==> src/rtl/gpu_timing_pkg.sv <==
// Shared 640x480@60 raster timing constants and small decode helpers for the VGA timing
// generator and pixel_generator.
package gpu_timing_pkg;

    localparam int unsigned VGA_DIV         = 4;
    localparam int unsigned VGA_H_VISIBLE   = 640;
    localparam int unsigned VGA_H_FRONT     = 16;
    localparam int unsigned VGA_H_SYNC      = 96;
    localparam int unsigned VGA_H_BACK      = 48;
    localparam int unsigned VGA_H_TOTAL     = VGA_H_VISIBLE + VGA_H_FRONT + VGA_H_SYNC + VGA_H_BACK;
    localparam int unsigned VGA_V_VISIBLE   = 480;
    localparam int unsigned VGA_V_FRONT     = 10;
    localparam int unsigned VGA_V_SYNC      = 2;
    localparam int unsigned VGA_V_BACK      = 33;
    localparam int unsigned VGA_V_TOTAL     = VGA_V_VISIBLE + VGA_V_FRONT + VGA_V_SYNC + VGA_V_BACK;
    localparam logic        VGA_SYNC_ACTIVE = 1'b0;

    localparam int unsigned DIV_W      = 3;
    localparam int unsigned H_W        = 10;
    localparam int unsigned V_W        = 10;
    localparam int unsigned SCANLINE_W = 9;

    typedef struct packed {
        logic blank;
        logic hsync;
        logic vsync;
    } vga_ctrl_t;

    // True when val lies in the half-open window [lo, lo+len).
    function automatic logic in_window(input logic [9:0] val, input int unsigned lo,
                                       input int unsigned len);
        return (32'(val) >= lo) && (32'(val) < (lo + len));
    endfunction

endpackage

==> src/rtl/wrap_counter.sv <==
// Modulo-(MAX+1) counter with increment enable; exposes the next value and a wrap strobe
// so a consumer can chain counters and decode state one clock ahead.
module wrap_counter
    import gpu_timing_pkg::*;
#(
    parameter int unsigned WIDTH = 4,
    parameter int unsigned MAX   = 15
) (
    input  logic             clk,
    input  logic             rst,
    input  logic             inc_i,
    output logic [WIDTH-1:0] count_o,
    output logic [WIDTH-1:0] next_c_o,
    output logic             wrap_c_o
);

    logic [WIDTH-1:0] count_q;
    logic [WIDTH-1:0] count_d;
    logic             wrap_c;

    always_comb begin
        count_d = count_q;
        wrap_c  = 1'b0;
        if (inc_i) begin
            if (count_q == WIDTH'(MAX)) begin
                count_d = '0;
                wrap_c  = 1'b1;
            end else begin
                count_d = count_q + WIDTH'(1);
            end
        end
    end

    always_ff @(posedge clk) begin
        if (rst) begin
            count_q <= '0;
        end else begin
            count_q <= count_d;
        end
    end

    assign count_o  = count_q;
    assign next_c_o = count_d;
    assign wrap_c_o = wrap_c;

endmodule

==> src/rtl/vga_timing_generator.sv <==
// Free-running VGA raster timing: pixel phase, position, blank/sync and frame strobe.
// Define VGA_TIMING_VBLANK_IRQ_EN to enable the sticky vertical-blank interrupt flag.
module vga_timing_generator
    import gpu_timing_pkg::*;
#(
    parameter int unsigned DIV         = VGA_DIV,
    parameter int unsigned H_VISIBLE   = VGA_H_VISIBLE,
    parameter int unsigned H_FRONT     = VGA_H_FRONT,
    parameter int unsigned H_SYNC      = VGA_H_SYNC,
    parameter int unsigned H_BACK      = VGA_H_BACK,
    parameter int unsigned V_VISIBLE   = VGA_V_VISIBLE,
    parameter int unsigned V_FRONT     = VGA_V_FRONT,
    parameter int unsigned V_SYNC      = VGA_V_SYNC,
    parameter int unsigned V_BACK      = VGA_V_BACK,
    parameter logic        SYNC_ACTIVE = VGA_SYNC_ACTIVE
) (
    input  logic                  clk,
    input  logic                  rst,
    input  logic                  enable,
    input  logic                  irq_ack,
    output logic [DIV_W-1:0]      divider_count,
    output logic                  pixel_clk,
    output logic [H_W-1:0]        cycle,
    output logic [SCANLINE_W-1:0] scanline,
    output logic                  vga_blank,
    output logic                  hsync,
    output logic                  vsync,
    output logic                  frame_start,
    output logic                  vblank_irq
);

    localparam int unsigned H_TOTAL  = H_VISIBLE + H_FRONT + H_SYNC + H_BACK;
    localparam int unsigned V_TOTAL  = V_VISIBLE + V_FRONT + V_SYNC + V_BACK;
    localparam int unsigned HS_START = H_VISIBLE + H_FRONT;
    localparam int unsigned VS_START = V_VISIBLE + V_FRONT;

    logic [DIV_W-1:0] div_count;
    logic [DIV_W-1:0] div_next;
    logic             div_wrap;
    logic [H_W-1:0]   h_count;
    logic [H_W-1:0]   h_next;
    logic             h_wrap;
    logic [V_W-1:0]   unused_v_count;
    logic [V_W-1:0]   v_next;
    logic             v_wrap;

    wrap_counter #(.WIDTH(DIV_W), .MAX(DIV - 1)) u_div_cnt (
        .clk      (clk),
        .rst      (rst),
        .inc_i    (enable),
        .count_o  (div_count),
        .next_c_o (div_next),
        .wrap_c_o (div_wrap)
    );

    wrap_counter #(.WIDTH(H_W), .MAX(H_TOTAL - 1)) u_h_cnt (
        .clk      (clk),
        .rst      (rst),
        .inc_i    (div_wrap),
        .count_o  (h_count),
        .next_c_o (h_next),
        .wrap_c_o (h_wrap)
    );

    wrap_counter #(.WIDTH(V_W), .MAX(V_TOTAL - 1)) u_v_cnt (
        .clk      (clk),
        .rst      (rst),
        .inc_i    (h_wrap),
        .count_o  (unused_v_count),
        .next_c_o (v_next),
        .wrap_c_o (v_wrap)
    );

    vga_ctrl_t             ctrl_q;
    vga_ctrl_t             ctrl_d;
    logic [SCANLINE_W-1:0] scanline_q;
    logic [SCANLINE_W-1:0] scanline_d;
    logic                  pixel_clk_q;
    logic                  pixel_clk_d;
    logic                  frame_start_q;
    logic                  frame_start_d;
    logic                  irq_q;
    logic                  irq_d;

    // Decode from next-state counters so registered outputs line up with the counters.
    always_comb begin
        ctrl_d        = ctrl_q;
        scanline_d    = scanline_q;
        pixel_clk_d   = 1'b0;
        frame_start_d = 1'b0;
        irq_d         = 1'b0;

        ctrl_d.blank  = (h_next >= H_W'(H_VISIBLE)) || (v_next >= V_W'(V_VISIBLE));
        ctrl_d.hsync  = in_window(h_next, HS_START, H_SYNC) ? SYNC_ACTIVE : ~SYNC_ACTIVE;
        ctrl_d.vsync  = in_window(v_next, VS_START, V_SYNC) ? SYNC_ACTIVE : ~SYNC_ACTIVE;
        scanline_d    = v_next[SCANLINE_W-1:0];
        pixel_clk_d   = enable && (div_next == DIV_W'(DIV - 1));
        frame_start_d = div_wrap && h_wrap && v_wrap;

`ifdef VGA_TIMING_VBLANK_IRQ_EN
        // A new set beats a coincident acknowledge.
        if (div_wrap && h_wrap && (v_next == V_W'(V_VISIBLE))) begin
            irq_d = 1'b1;
        end else if (irq_ack) begin
            irq_d = 1'b0;
        end else begin
            irq_d = irq_q;
        end
`endif
    end

`ifndef VGA_TIMING_VBLANK_IRQ_EN
    logic unused_irq_ack;
    assign unused_irq_ack = irq_ack;
`endif

    always_ff @(posedge clk) begin
        if (rst) begin
            ctrl_q.blank  <= 1'b0;
            ctrl_q.hsync  <= ~SYNC_ACTIVE;
            ctrl_q.vsync  <= ~SYNC_ACTIVE;
            scanline_q    <= '0;
            pixel_clk_q   <= 1'b0;
            frame_start_q <= 1'b0;
            irq_q         <= 1'b0;
        end else begin
            ctrl_q        <= ctrl_d;
            scanline_q    <= scanline_d;
            pixel_clk_q   <= pixel_clk_d;
            frame_start_q <= frame_start_d;
            irq_q         <= irq_d;
        end
    end

    assign divider_count = div_count;
    assign cycle         = h_count;
    assign scanline      = scanline_q;
    assign pixel_clk     = pixel_clk_q;
    assign vga_blank     = ctrl_q.blank;
    assign hsync         = ctrl_q.hsync;
    assign vsync         = ctrl_q.vsync;
    assign frame_start   = frame_start_q;
    assign vblank_irq    = irq_q;

endmodule

==> config.mk <==
export PLATFORM = sky130hd
export DESIGN_NAME = vga_timing_generator
export DESIGN_NICKNAME = d
export VERILOG_FILES = /design/src/rtl/gpu_timing_pkg.sv /design/src/rtl/wrap_counter.sv /design/src/rtl/vga_timing_generator.sv
export SDC_FILE = /design/constraint.sdc
export NUM_CORES = 1
export LEC_CHECK = 0
export BUFFER_PORTS_ARGS = -buffer_cell sky130_fd_sc_hd__buf_4
export CAP_MARGIN = 15
export CORE_MARGIN = 2
export CORE_UTILIZATION = 58
export CTS_BUF_LIST = sky130_fd_sc_hd__clkbuf_16
export CTS_CLUSTER_DIAMETER = 50
export CTS_CLUSTER_SIZE = 8
export DETAILED_ROUTE_END_ITERATION = 10
export PLACE_DENSITY_LB_ADDON = 0.08
export SETUP_SLACK_MARGIN = 0.1
export SYNTH_ARGS = -nofsm -noshare
export SYNTH_HDL_FRONTEND = slang
export SYNTH_SLANG_ARGS = --single-unit
==> constraint.sdc <==
create_clock -name clk -period 3.6 [get_ports clk]
set_input_delay 0 -clock clk [delete_from_list [all_inputs] [get_ports clk]]
set_output_delay 0 -clock clk [all_outputs]
set_load 0.03 [all_outputs]
==> results.tsv <==
metric	value	unit
clock transition at the registers of the reported paths	0.07	ns
TritonCTS clock tree	yes	
largest net degree at the start of global routing	17	
CTS Hold Bufs	0	
share of cells above drive strength 1	0.1910	
cts bufs inserted	3	
Tcrit/Tclk final	0.6692	
asr flop ratio synth	0	
Final min period	2.409	ns
post-route setup TNS	0	ns
CP arrival	2.54	ns
CTS H-tree lvls	1	
final hold vios	0	
most common cell after layout, fill and taps aside	buf_4	
Nets	208	
area occupied by multi-input gates	848.3	um^2
FF/Latch Area	560.5	um^2
grt ovf	0	
vias	1358	
Clock Skews	0.002010	ns
Overall Global Routing Usage	0.2175	
CP startpoint kind	register	
Std-Cell Rows	18	
n_diodes	0	
clock tree buffer depth	2	
core area	0.002500	mm^2
synthesized flop and latch total	28	
average size of a mapped cell	8.408	um^2
Die Area	0.003065	mm^2
DR iter-0 viols	67	
Final Max Slew Viols	0	
WP data required	3.73	ns
RSZ-0062 raised after global routing	false	
max cap viols	0	
Pre-Repair DR Iteration Count	4	
PortBufs	29	
FILL cells	208	
Synth Warn #	0	
Worst Hold Class	in -> reg	
Post-CTS Setup Bufs	0	
Syn-to-layout area delta	15.37	%
Layout Cells excl Fill	229	
mapped cell area	0.001530	mm^2
die height	55.37	um
CTS sink count	28	
post-route setup slack	1.191	ns
DP Cell Count	225	
Main synth FF type	dfxtp_1	
initial antenna violation count	0	
Die W	55.37	um
mean number of vias per cell	5.930	
dpl ws	1.246	ns
Max FO, Critical Path	10	
final setup fails	0	
status	complete, no violations	
Post-route DRC	0	
Pwr per Cell Area	334.5	mW/mm^2
cts repair resizes	0	
drt wl/cell	14.21	um
worst-skew pair later-pin latency	0.26	ns
CTS root buffer	clkbuf_16	
final WL	3.255	mm
EDFF count, synth	0	
Syn Inst Count	182	
Peak VDD IR	0.2037	mV
fmax	0.4151	GHz
Setup CP Type	reg -> reg	
ANT nets after route	0	
Leak	0.7114	nW
Routability Congestion	0.8303	
Net Count, Synth	190	
vias in the first global route	1224	
Rel. slew slack	0.5924	
CP endpoint kind	register	
Slew @ Worst Pin	0.6088	ns
post-DP HPWL	2.401	mm
Initial Util	0.6121	
most frequent cells in the layout	29 x buf_4, 28 x dfxtp_1, 19 x nand2_1	
Cell variety after synth	40	
IO Pins	32	
global-route wire length before repair	5.382	mm
register area share after synthesis	0.3663	
## critical path, stage by stage (launching register included)
cell	delay [ns]
dfxtp_1	0.36
ha_1	0.26
nand4b_1	0.20
nor4b_4	0.62
nand3_2	0.12
a211o_1	0.35
nor3b_2	0.22
o2111ai_1	0.14
## metrics by stage
stage                      power, W  hold slack, ns  cell area, um^2  utilization
after CTS                 0.0005932         0.04536             1765       0.7062
after floorplan           0.0003371          0.2773             1530            -
after global routing      0.0006076         0.05531             1765       0.7062
final                     0.0005905         0.03904             1765       0.7062
after global placement    0.0003428          0.3178             1687       0.6747
after detailed placement  0.0003435          0.3249             1687       0.6747
## logic make-up after synthesis
logic type | after synthesis | share of synthesized area
simple gates | 90 | 0.3352
flops | 28 | 0.3663
compound gates | 22 | 0.09813
buf+inv | 22 | 0.07931
xor+xnor | 15 | 0.08585
fa+ha+maj | 4 | 0.03271
other cells | 1 | 0.002451
## metal layers
| layer | share of wire | GRT usage |
|---|---|---|
| met5 | 0 | 0 |
| met4 | 0.015 | 0.1080 |
| met3 | 0.054 | 0.03513 |
| met2 | 0.50 | 0.3844 |
| met1 | 0.43 | 0.2518 |
## cell usage after synthesis (2+ instances only)
cell type,number,share of area
dfxtp_1,28,0.37
nand2_1,19,0.047
nor2_1,18,0.044
nand3_1,13,0.043
buf_4,10,0.049
xor2_1,10,0.057
a21oi_1,8,0.026
inv_1,6,0.015
nand4_1,6,0.025
clkbuf_1,5,0.012
xnor2_1,5,0.029
and2_1,4,0.016
and3_1,4,0.016
ha_1,4,0.033
nand2b_1,4,0.016
nor3_1,4,0.013
a211o_1,3,0.017
nand4b_1,2,0.011
nor2b_1,2,0.0082
nor3b_1,2,0.0098
nor4b_4,2,0.031
o2111ai_1,2,0.011
o21ai_0,2,0.0065
o31ai_1,2,0.0098
or3_1,2,0.0082
## registers in the layout, indices dropped and copies added, names as in the netlist
| register | flops |
|---|---|
| u_div_cnt.count_o | 3 |
| vsync | 1 |
| frame_start | 1 |
| vga_blank | 1 |
| u_h_cnt.count_o | 10 |
| u_v_cnt.count_o | 2 |
| pixel_clk | 1 |
| hsync | 1 |
| scanline | 8 |
## path summary, 6_finish.rpt
| kind | startpoint | slack (ns) | end | cells after the start |
|---|---|---|---|---|
| setup / recovery | u_div_cnt.count_o[0] | 1.19 | vsync | 7 |
| hold / removal | rst | 0.04 | u_div_cnt.count_o[1] | 2 |
| setup reg to reg | u_div_cnt.count_o[0] | 1.19 | vsync | 7 |
| hold reg to reg | u_h_cnt.count_o[1] | 0.49 | u_h_cnt.count_o[1] | 2 |
## power breakdown
group / internal (W) / switching (W)
registers: 0.000312 / 0.00000152
clock network: 0.000149 / 0.000105
logic: 0.00000749 / 0.0000156
total: 0.000468 / 0.000122
## layout make-up
class | instances | area share
clock inverters | 1 | 0.002126
multi-input cells | 132 | 0.4805
inverters | 6 | 0.01276
flip-flops and latches | 28 | 0.3175
repair buffers | 29 | 0.1233
clock buffers | 3 | 0.04252
well taps | 30 | 0.02126
Note: power is estimated with default switching activity, not from simulation.
